===== config.mk =====
export PLATFORM = sky130hd
export DESIGN_NAME = irrigation_sequencer
export DESIGN_NICKNAME = d
export VERILOG_FILES = /design/src/rtl/irrigation_pkg.sv /design/src/rtl/irr_timer.sv /design/src/rtl/irrigation_sequencer.sv
export SDC_FILE = /design/constraint.sdc
export NUM_CORES = 1
export LEC_CHECK = 0
export BUFFER_PORTS_ARGS = -buffer_cell sky130_fd_sc_hd__buf_2
export CELL_PAD_IN_SITES_DETAIL_PLACEMENT = 0
export CELL_PAD_IN_SITES_GLOBAL_PLACEMENT = 1
export CORE_AREA = 2 2 39 41
export CTS_CLUSTER_DIAMETER = 200
export DETAILED_ROUTE_END_ITERATION = 10
export DIE_AREA = 0 0 41 43
export HOLD_SLACK_MARGIN = 0.15
export PLACE_DENSITY_LB_ADDON = 0.1
export SYNTH_ARGS = -nofsm -noshare
export SYNTH_HDL_FRONTEND = slang
export SYNTH_SLANG_ARGS = --single-unit

===== constraint.sdc =====
create_clock -name clk -period 2.7 [get_ports clk]
set_input_delay 0.27 -clock clk [delete_from_list [all_inputs] [get_ports clk]]
set_output_delay 0.27 -clock clk [all_outputs]
set_load 0.005 [all_outputs]

===== src/rtl/irrigation_pkg.sv =====
// rtl/irrigation_pkg.sv - shared types and constants for the irrigation sequencer
package irrigation_pkg;

    typedef enum logic [1:0] {
        ST_IDLE  = 2'd0,
        ST_OPEN  = 2'd1,
        ST_WATER = 2'd2,
        ST_CLOSE = 2'd3
    } state_t;

    localparam int AREA_A = 0;
    localparam int AREA_B = 1;

    localparam int DEFAULT_SETTLE_CYCLES = 2;
    localparam int DEFAULT_WATER_CYCLES  = 8;

    function automatic int timer_width(input int settle, input int water);
        int longest;
        int bits;
        longest = (settle > water) ? settle : water;
        bits    = $clog2(longest);
        return (bits < 1) ? 1 : bits;
    endfunction

endpackage


===== src/rtl/irr_timer.sv =====
// rtl/irr_timer.sv - loadable down-counter that saturates at zero
module irr_timer #(
    parameter int WIDTH = 3
) (
    input  logic             clk,
    input  logic             rst_n,
    input  logic             load,
    input  logic [WIDTH-1:0] load_value,
    output logic             zero
);

    logic [WIDTH-1:0] count;

    always_ff @(posedge clk or negedge rst_n) begin
        if (!rst_n) begin
            count <= '0;
        end else if (load) begin
            count <= load_value;
        end else if (count != '0) begin
            count <= count - 1'b1;
        end
    end

    assign zero = (count == '0);

endmodule


===== src/rtl/irrigation_sequencer.sv =====
// rtl/irrigation_sequencer.sv - two-area valve/pump watering sequencer
module irrigation_sequencer
    import irrigation_pkg::*;
#(
    parameter int SETTLE_CYCLES = DEFAULT_SETTLE_CYCLES,
    parameter int WATER_CYCLES  = DEFAULT_WATER_CYCLES
) (
    input  logic       clk,
    input  logic       rst_n,
    input  logic [1:0] req,
    output logic [1:0] valve,
    output logic       pump,
    output logic       busy,
    output logic       done
);

    localparam int CW = timer_width(SETTLE_CYCLES, WATER_CYCLES);
    localparam logic [CW-1:0] SETTLE_LOAD = CW'(SETTLE_CYCLES - 1);
    localparam logic [CW-1:0] WATER_LOAD  = CW'(WATER_CYCLES - 1);

    state_t          state;
    logic            sel;
    logic            last;
    logic            done_q;
    logic            pick;
    logic            req_sel;
    logic            load;
    logic [CW-1:0]   load_value;
    logic            zero;

    // On a tie, serve whichever area was not served most recently.
    assign pick    = req[1] & (~req[0] | (last == 1'(AREA_A)));
    assign req_sel = req[sel];

    always_comb begin
        load       = 1'b0;
        load_value = SETTLE_LOAD;
        case (state)
            ST_IDLE:  load = |req;
            ST_OPEN: begin
                load       = zero;
                load_value = WATER_LOAD;
            end
            ST_WATER: load = zero | ~req_sel;
            ST_CLOSE: load = 1'b0;
            default:  load = 1'b0;
        endcase
    end

    irr_timer #(.WIDTH(CW)) u_timer (
        .clk        (clk),
        .rst_n      (rst_n),
        .load       (load),
        .load_value (load_value),
        .zero       (zero)
    );

    always_ff @(posedge clk or negedge rst_n) begin
        if (!rst_n) begin
            state  <= ST_IDLE;
            sel    <= 1'(AREA_A);
            last   <= 1'(AREA_B);
            done_q <= 1'b0;
        end else begin
            done_q <= 1'b0;
            case (state)
                ST_IDLE: begin
                    if (req != 2'b00) begin
                        sel   <= pick;
                        state <= ST_OPEN;
                    end
                end
                ST_OPEN: begin
                    if (zero) state <= ST_WATER;
                end
                ST_WATER: begin
                    // Area reporting adequate ends watering early.
                    if (zero || !req_sel) state <= ST_CLOSE;
                end
                ST_CLOSE: begin
                    if (zero) begin
                        state  <= ST_IDLE;
                        last   <= sel;
                        done_q <= 1'b1;
                    end
                end
                default: state <= ST_IDLE;
            endcase
        end
    end

    assign busy  = (state != ST_IDLE);
    assign valve = busy ? (sel ? 2'b10 : 2'b01) : 2'b00;
    assign pump  = (state == ST_WATER);
    assign done  = done_q;

endmodule


After elaboration in Yosys (flattened, before gate mapping)
Index checks and enable logic that the tools add are counted.
Storage, ports and cells
  register bits after elaboration: 8
  output and inout bits: 5
Operators by class
  add/sub/neg operators: 1
  $lt $le $gt $ge: 1
  equal/unequal tests: 7
  muxes and demuxes: 15
  bitwise gates (word level): 6
  reduce and logical (&&, ||, !) cells: 12
Operators by type and width (count)
  2-bit two-way mux: 6
  3-bit two-way mux: 3
  2-bit case mux with 4 select lines: 1
  2-bit != test, second input constant: 3
  2-bit nonzero test: 3
  2-bit equality test, second input constant: 2
  1-bit two-way mux: 4
  1-bit case mux with 4 select lines: 1
  2-bit AND reduction: 2
  4-bit AND reduction: 1
  3-bit zero test: 1
  1-bit inverter: 3
  3-bit nonzero test: 1
  3-bit by 1-bit subtractor with 3-bit output, second input constant: 1
  2-bit by 1-bit equality test with 1-bit output, second input constant: 1
  2-bit zero test: 1
  1-bit by 2-bit less-than comparator with 1-bit output, second input constant: 1
  2-bit by 1-bit != test with 1-bit output, second input constant: 1
  1-bit OR: 2
  2-bit OR reduction: 1
  1-bit bitwise AND: 1
  1-bit zero test: 1
  1-bit logical OR: 1

Longest topological paths before layout
  depth in word-level cells: 6
  mapped depth: 7
  gate-level depth less buffers: 6

Modules after synthesis
From an unflattened synthesis, not the netlist that was laid out.
Second synthesis, totals
  cells, all modules: 54
  area total of the unflattened synthesis: 546.8 sq um
By module, submodules not included
  irrigation_sequencer: instances 1, cells each 33, area an instance 346.6 sq um, sequential area each 126.4 sq um
  irr_timer: instances 1, cells each 21, area an instance 200.2 sq um, sequential area each 75.1 sq um

Least setup slack after synthesis
OpenSTA, ideal clock, no wires.
  kind: reg-to-reg
  from: reg state[0]
  to: reg state[1]
  setup time: 0.125 ns
  data arrival time: 1.536 ns
  data required time: 2.575 ns
  slack: 1.039 ns
  stages on the path, launching flop included: 8
  buffers on the path: 1
  path through: dfrtp_1 > inv_1 > ha_1 > buf_6 > or3b_4 > o21ai_2 > nor2_2 > mux2_4
On the way
  cells in the longest elaborated chain, start to end: 3
  elaborated cells between the ends (all ways): 10
  classes of those cells: 7 x eq/ne; 1 x mux; 2 x reduce/logical
RTL lines
  start: declaration: RTL line irrigation_sequencer.sv:21  | state_t state;
  start signal: assignment: RTL line irrigation_sequencer.sv:60  | state <= ST_IDLE;
  start signal: assignment: RTL line irrigation_sequencer.sv:70  | state <= ST_OPEN;
  start signal: assignment: RTL line irrigation_sequencer.sv:74  | if (zero) state <= ST_WATER;
  2-bit by 1-bit equality test with 1-bit output, or another cell as far along: RTL line irrigation_sequencer.sv:66  | case (state)
  2-bit != test (no line) or 2-bit by 1-bit != test with 1-bit output (tied branches)
  4-bit AND reduction (no line)
Several ways; a longest one is shown, not always the timed one.
A chain may end at the register's enable or synchronous reset.

Worst setup path after layout
  from: reg state[1]
  to: reg state[1]
The elaborated chain is that of the path after synthesis.

==> key figures <==
Status
  – Outcome: completed

Global route
  – Largest net degree at the start of global routing: 10
  – Remaining Overflow, GRT: 0
  – Number of global-route vias before repair: approximately 370
  – Met1 Use GR: 18.36%
  – First-pass GRT wire length: 1545 um
  – GR Util met2: 17.81%
  – Met3 global-route usage: about 3.1%
  – Initial antenna violation count: 0
  – Most used routing layer: met1
  – GRT Overall Usage: a little over an eighth

Floorplanning
  – Core Region: about 1400 um2
  – Die H: about 43 um
  – Initial core utilization: between 30 and 40%
  – Width of the die: just over 40 um
  – Rows: 14
  – Die Area: 1763 um2
  – IO Count: 9

Final layout
  – Fin area: 620.6 um2
  – NumNets Final: 75
  – Share of post-route cells with drive strength above 1: 34.38%
  – Commonest non-fill, non-tap cell in the layout: buf_2
  – # diodes: 0
  – Area growth from synthesis to layout: 16.43%
  – Number of fill cells: approximately 140
  – Post-Layout Cell Count: 80
  – Most frequent cells in the layout: buf_2, dfrtp_1, nor2_1, ha_1, inv_1

Synth
  – Syn_nets: between 60 and 70
  – Synth Cell Area: 533.0 um2
  – Post-synthesis cell type count: 26
  – Synth Warn #: 0
  – Synthesized instance count: 52
  – Cell taking the most area after synthesis: dfrtp_1
  – Number of synthesized register bits: 8
  – Syn_area_per_cell: around 10 um2
  – Synth area leaders: dfrtp_1, ha_1, dfstp_2
  – Register area share after synthesis: 37.79%
  – Area share of the largest cell type after synthesis: 32.86%

Timing
  – Fin. max-slew vios: 0
  – Fin crit share: approximately 67%
  – Final-report hold violation count: 0
  – Clock skew: approximately 11 ps
  – Worst slew pin tran: around 430 ps
  – FMAX: between 500 and 600 MHz
  – Period minus WS final: approximately 1800 ps
  – Final setup viols: 0
  – RSZ-0062 raised after global routing: no
  – Setup TNS: 0 ps
  – Slew HR: 70.77%

CTS
  – CTS clk-pin slew, worst paths: 60 ps
  – # H-tree levels: 1
  – CTS tree: yes
  – CTS buffer count: 3
  – CTS root buf: clkbuf_4
  – Clock Sinks: 8
  – Skew-Pair Late Insertion Delay: about 260 ps
  – CTS max path bufs: 2

Run
  – Max-cap viol count: 0

Placed design
  – Gpl congestion: between 0.6 and 0.7
  – Post-Place Cells: 75
  – Port Buf Inserts: 8
  – Placed Instance Area: a little under 600 um2
  – Final HPWL DP: a little under 700 um

Route
  – Routed Antenna Nets: 0
  – DRC: 0
  – Detailed-route wire length: 882 um
  – WL/cell: 11.03 um
  – 1st-iter DRT viols: 3
  – Via-per-instance ratio: between 4 and 5
  – Total iterations of the first detailed-routing run: 4
  – Via count: 388

Pwr
  – Max VDD drop: approximately 0.42 mV
  – Leakage: roughly 0.32 nW
  – PwrDens: approximately 1300 nW/um2

Worst setup path
  – Worst path required time: 2830 ps
  – Crit path DAT: around 1900 ps
  – Worst Path Buf+Inv: 1
  – Max incr delay on CP: between 400 and 500 ps
  – Worst setup SP type: flip-flop
  – Slowest cell on the critical path: or3b_4
  – Critical path class: flip-flop to flip-flop
  – Worst path cell trace: inv_1 -> ha_1 -> or3b_4 -> o21ai_2 -> nor2_2 -> mux2_4
  – Critical Path Fanout Max: 9
  – Setup crit end kind: flip-flop
  – CP delay by family, top: simple AND/OR/NAND/NOR gates

Min path
  – Hold Crit Class: input pin to flip-flop
## kinds of logic (layout without fill, tap and decap cells)
group	count (synthesis)	in the layout	synth area share [%]
AO/OA/AOI/OAI	9	9	13.38
buffers and inverters	7	19	6.572
multiplexers	5	5	10.80
AND/OR/NAND/NOR	17	17	17.37
adder cells (fa/ha/maj)	6	6	14.08
flip-flops	8	8	37.79
## what timing repair did
item | 4_1_cts | 5_1_grt
buffers inserted | 0 | 0
endpoints found under the setup margin | 0 | 0
resized for setup | 0 | 0
hold endpoints to repair | 8 | 0
hold buffers | 1 | 0
## stage by stage
| stage | hold WS, ps | setup WS, ps | util, % | total power [mW] |
|---|---|---|---|---|
| floorplan | -25.59 | 1039 | - | 0.6159 |
| global placement | 129.1 | 921.6 | 42.22 | 0.7219 |
| detailed placement | 126.8 | 899.0 | 42.22 | 0.7151 |
| CTS | 290.4 | 893.8 | 44.85 | 0.8194 |
| global route | 304.1 | 783.3 | 44.85 | 0.9105 |
| finish | 295.5 | 889.2 | 44.85 | 0.8100 |
## metal layers
layer  wire, um  share of wire (%)
met3         54                6.1
met2        361                 41
met1        457                 52
met5          0                  0
met4          9                1.0
## state kept, by name (all words and copies together) (netlist names)
signal,cells
last,1
u_timer.count,3
sel,1
state,2
done,1
## worst paths after layout
kind | to | cells after the start | slack [ps] | from
worst max-delay path | state[1] | 6 | 890 | state[1]
worst min-delay path | sel | 2 | 300 | req[1]
worst max register to register | state[1] | 6 | 890 | state[1]
worst min register to register | state[0] | 1 | 560 | state[0]
max in group asynchronous | last | 2 | 2070 | rst_n
min in group asynchronous | u_timer.count[2] | 2 | 380 | rst_n
## final cells by class
class	count	area [um2]	area share, %
Inverter	5	18.77	3.024
Clock buffer	4	26.28	4.234
Tap cell	16	20.02	3.226
Timing Repair Buffer	10	57.56	9.274
Multi-Input combinational cell	37	296.5	47.78
Sequential cell	8	201.4	32.46
## cell usage after synthesis (all sizes together)
library cell	count
o22a	1
buf	2
dfrtp	7
o311ai	1
a21oi	2
mux2i	2
nand2	3
ha	6
nor2b	1
a32o	2
mux2	3
or3b	1
and3	1
and2	1
o21ai	2
nor2	7
dfstp	1
a211o	1
nor3b	1
inv	5
or2	1
and2b	1
## power breakdown
| group | internal [mW] | leakage [nW] | switching, mW |
|---|---|---|---|
| combinational | 0.254 | 0.205 | 0.231 |
| clock | 0.0566 | 0.0150 | 0.0425 |
| sequential | 0.186 | 0.0952 | 0.0398 |
No activity file was read; power rests on OpenSTA's default activity.
